### src/rtl/wbr_pkg.sv
// Shared types and constants for the word-to-byte reader.
package wbr_pkg;

  localparam int NBYTES = 4;
  localparam int BYTE_W = 8;

  typedef enum logic {
    IDLE = 1'b0,
    SEND = 1'b1
  } state_t;

endpackage

### src/rtl/wbr_byte_sel.sv
// Byte-lane selector: maps a byte counter to a physical lane of the held word
// (LSB-first or MSB-first) and returns that lane's byte.
module wbr_byte_sel
  import wbr_pkg::*;
#(
  parameter int NBYTES = wbr_pkg::NBYTES,
  parameter int BYTE_W = wbr_pkg::BYTE_W
) (
  input  logic [NBYTES*BYTE_W-1:0] word,
  input  logic [1:0]               idx,
  input  logic                     msb_first,
  output logic [1:0]               lane,
  output logic [BYTE_W-1:0]        sel_byte
);

  logic [NBYTES-1:0][BYTE_W-1:0] lanes;

  assign lanes    = word;
  // MSB-first walks down from the top lane, so short words use the top lanes.
  assign lane     = msb_first ? (2'(NBYTES - 1) - idx) : idx;
  assign sel_byte = lanes[lane];

endmodule

### src/rtl/word_byte_reader.sv
// Word-to-byte reader: accepts a 32-bit word with a byte count and streams
// its bytes out one per cycle over a valid/ready interface.
// Build option: WORD_BYTE_READER_MSB_FIRST_EN selects MSB-first byte order.
module word_byte_reader
  import wbr_pkg::*;
#(
  parameter int NBYTES = wbr_pkg::NBYTES,
  parameter int BYTE_W = wbr_pkg::BYTE_W
) (
  input  logic                     clk,
  input  logic                     clear_n,
  input  logic                     flush,
  input  logic                     in_valid,
  output logic                     in_ready,
  input  logic [NBYTES*BYTE_W-1:0] in_data,
  input  logic [1:0]               in_len,
  output logic                     out_valid,
  input  logic                     out_ready,
  output logic [BYTE_W-1:0]        out_data,
  output logic [1:0]               out_idx,
  output logic                     out_last
);

`ifdef WORD_BYTE_READER_MSB_FIRST_EN
  localparam logic MSB_FIRST = 1'b1;
`else
  localparam logic MSB_FIRST = 1'b0;
`endif

  state_t                    state_q, state_d;
  logic [1:0]                cnt_q, cnt_d;
  logic [NBYTES*BYTE_W-1:0]  word_q;
  logic [1:0]                len_q;
  logic                      sending;
  logic                      load;
  logic [1:0]                sel_lane;
  logic [BYTE_W-1:0]         sel_byte;

  assign sending   = (state_q == SEND);
  assign out_valid = sending;
  assign out_last  = sending && (cnt_q == len_q);
  // Ready in IDLE, or in SEND exactly when the last byte leaves this cycle,
  // which gives back-to-back words with no bubble. Flush and reset block it.
  assign in_ready  = clear_n && !flush && (!sending || (out_ready && out_last));
  assign load      = in_valid && in_ready;

  wbr_byte_sel #(
    .NBYTES (NBYTES),
    .BYTE_W (BYTE_W)
  ) u_sel (
    .word      (word_q),
    .idx       (cnt_q),
    .msb_first (MSB_FIRST),
    .lane      (sel_lane),
    .sel_byte  (sel_byte)
  );

  // Outputs read zero whenever no byte is being offered (including reset).
  assign out_data = sending ? sel_byte : '0;
  assign out_idx  = sending ? sel_lane : '0;

  // Next-state and counter: flush wins, then a new load, then byte consumption.
  always_comb begin
    state_d = state_q;
    cnt_d   = cnt_q;
    if (flush) begin
      state_d = IDLE;
      cnt_d   = '0;
    end else if (load) begin
      state_d = SEND;
      cnt_d   = '0;
    end else if (sending && out_ready) begin
      if (out_last) state_d = IDLE;
      else          cnt_d   = cnt_q + 2'd1;
    end
  end

  // State and byte counter registers.
  always_ff @(posedge clk or negedge clear_n) begin
    if (!clear_n) begin
      state_q <= IDLE;
      cnt_q   <= '0;
    end else begin
      state_q <= state_d;
      cnt_q   <= cnt_d;
    end
  end

  // Held word and length, captured on input acceptance.
  always_ff @(posedge clk or negedge clear_n) begin
    if (!clear_n) begin
      word_q <= '0;
      len_q  <= '0;
    end else if (load) begin
      word_q <= in_data;
      len_q  <= in_len;
    end
  end

endmodule

### config.mk
export PLATFORM = sky130hd
export DESIGN_NAME = word_byte_reader
export DESIGN_NICKNAME = d
export VERILOG_FILES = /design/src/rtl/wbr_pkg.sv /design/src/rtl/wbr_byte_sel.sv /design/src/rtl/word_byte_reader.sv
export SDC_FILE = /design/constraint.sdc
export NUM_CORES = 1
export LEC_CHECK = 0
export CAP_MARGIN = 25
export CORE_MARGIN = 2
export CORE_UTILIZATION = 40
export DETAILED_ROUTE_END_ITERATION = 12
export HOLD_SLACK_MARGIN = 0.02
export MAX_ROUTING_LAYER = met4
export PLACE_DENSITY_LB_ADDON = 0.08
export SLEW_MARGIN = 5
export SYNTH_ARGS = -nofsm -noshare
export SYNTH_HDL_FRONTEND = slang
export SYNTH_SLANG_ARGS = --single-unit
### constraint.sdc
create_clock -name clk -period 1.94 [get_ports clk]
set_input_delay 0.388 -clock clk [delete_from_list [all_inputs] [get_ports clk]]
set_output_delay 0.388 -clock clk [all_outputs]
set_load 0.02 [all_outputs]
==> flow_summary.ini <==
[finish]
syn2layout_area_growth_pct = 39.31
nets = 297
diodes = 0
drive_gt1_share_pct = 35.91
stdcell_count = 331

[setup_path]
crit_type = reg2out
crit_path_start_kind = flop
worstSetupEndpointType = primary output
arrival_ns = 1.70
crit_required_ns = 1.55
r2r_slack_ns = 0.17
crit_fanout = 5

[synthesis]
synth_commonest_cells = 37 x dfrtp_1, 35 x inv_1, 35 x nand2_1
synth_ff_type = dfrtp_1
synth_edf_count = 0
synth_adder_area_share_pct = 0
muxShareOfSynthArea_pct = 8.989
ys_seq_area_share_pct = 41.32
synth_top_family_by_area = compound AO/OA/AOI/OAI gates
yosysTopAreaCell = dfrtp_1
synth_compound_area_share_pct = 25.01
syn_inst = 196
synth.avg_cell_area_um2 = 11.43
async_reset_ff_share_pct = 100.0
netlist.area_leader.share_pct = 41.32
synth_cell_types = 27
synth_xor_area_share_pct = 1.117
synthSimpleGateAreaFrac_pct = 12.45
yosysWarnings = 0
ys_ff_latch = 37
syn_nets = 235
yosysMostFrequentCell = dfrtp_1
synth_area_leaders = dfrtp_1 41%, o32ai_2 21%, mux4_2 8.0%, inv_1 5.9%, nand2_1 5.9%
netlist_area_um2 = 2241

[drt]
ant_nets = 0
viasPerCell = 5.118
drt_wl_total_um = 5377
drc = 0
drtPass1Iterations = 4
vias = 1694
drt_iter0_markers = 131
wl_per_cell_um = 16.24

[floorplan]
die-area_um2 = 6217
core-area_um2 = 5473
initial_core_util_pct = 40.95
die_h_um = 78.85
rows = 27
num_io_pins = 52
die_w_um = 78.85

[clocking]
cts.reportedPaths.clkPinSlew_ns = 0.07
clkLatencyLatePin_ns = 0.29
cts_buffer_depth = 2
root_buffer = clkbuf_8
cts_max_level = 2
cts-buffers-inserted = 5
cts_sinks = 37
cts_tree = done

[timing]
hold_violations = 0
final-setup-viol-count = 9
rsz0062_at_grt = yes
tightest_slew_ns = 0.5541
period_needed_ns = 2.088
final_max_slew_viol_count = 0
fmax_mhz = 478.8
setup_tns_ns = -1.101
skew_ns = 0.008504
whs_ns = 0.4666
setup_ws_ns = -0.1485
fin_crit_sh_pct = 107.7
relSlewSlack_pct = 63.06

[place]
pre_cts_ws_ns = -0.4870
place_congestion = 0.7940
dp_hpwl_um = 3318
port_buffers = 51
dp.cells = 318

[power_and_ir_drop]
p_comb_share_pct = 27.3
intPower_mw = 1.689
p_leak_nw = 1.428
power.switching_mw = 0.6520
fin_total_pwr_mw = 2.341
power_frac_clock_pct = 30.0
netSwitchingFraction_pct = 27.85
power-per-cell-area_nw_per_um2 = 750.0
power_frac_seq_pct = 42.7
peakVddDrop_uv = 386.4

[grt]
first_global_vias = 1743
track_usage_pct = 18.99
gr-total-overflow = 0
antenna_found_initial = 0
grt_max_degree = 37
grt_pass1_wl_um = 8894

[worst_hold_path]
holdCritPathClass = in2async

[status]
status = complete, but fails checks
violations = negative setup slack

[job]
maxCapViolCount = 0
==> cells in the final DEF, fill, tap and decap left out, types with 2 or more instances in the layout <==
cell type / instances
inv_1: 35
buf_12: 6
and2_4: 8
o32ai_2: 29
buf_4: 15
dfrtp_1: 35
clkbuf_8: 6
xor2_2: 2
buf_6: 9
dlygate4sd2_1: 2
dfrtp_2: 2
and2_1: 3
nor3b_2: 2
a21oi_1: 2
mux4_2: 8
clkdlybuf4s50_1: 38
o32ai_1: 5
nand2_1: 35
==> logic make-up after synthesis <==
logic type / after synthesis
simple gates: 55
buf+inv: 52
compound gates: 40
flops: 37
mux: 10
xor+xnor: 2
==> power groups by stage <==
stage	registers, mW	logic, mW	clock network, mW
final	1.00	0.639	0.702
after global routing	1.02	0.703	0.748
after CTS	0.999	0.637	0.716
after detailed placement	1.01	0.614	0
after global placement	1.01	0.612	0
after floorplan	0.989	0.394	0
==> repair_timing <==
action,in CTS,in global routing
gates resized for setup,64,11
endpoints found under the hold margin,1,0
endpoints found under the setup margin,12,10
gates cloned,1,0
hold buffers,1,0
buffers inserted,2,2
pin swaps,4,6
==> cell type report <==
type,count,area (um^2)
clock inverters,2,37.54
inverters,35,131.4
repair buffers,72,747.0
multi-input cells,107,1105
flip-flops and latches,37,928.4
clock buffers,6,82.58
well taps,72,90.09
fillers,483,2351
==> critical path, stage by stage, from the launching register on <==
cell and delay, ns:
dfrtp_2 0.40, buf_4 0.13, buf_12 0.12, mux4_2 0.50
and2_4 0.15, buf_6 0.12
==> worst paths after layout <==
path,end,from,cells after the start
max,out_data[4],cnt_q[0],5
min,out_valid,clear_n,2
max reg2reg,word_q[4],cnt_q[0],5
min reg2reg,word_q[5],word_q[5],2
max in group asynchronous,cnt_q[0],clear_n,3
min in group clk,word_q[5],word_q[5],2
==> metal layers <==
layer / share of wire (%) / vias to the layer above / routed length [um] / track usage, %
li1: - / 813 / - / -
met1: 48 / 841 / 2599 / 27.48
met2: 47 / 35 / 2536 / 27.95
met3: 3.8 / 5 / 207 / 4.205
met4: 0.63 / 0 / 34 / 3.621
met5: 0 / - / 0 / -
==> flip-flops by register name (all words and copies together), names as in the netlist <==
name and cells:
word_q 32, cnt_q 2, len_q 2, out_valid 1
==> per-stage QoR <==
stage               utilization, %  cell area, um^2
floorplan                        -             2246
global placement             53.13             2908
detailed placement           53.13             2908
CTS                          56.61             3098
global route                 57.04             3122
finish                       57.04             3122
No activity file was read; power rests on OpenSTA's default activity.
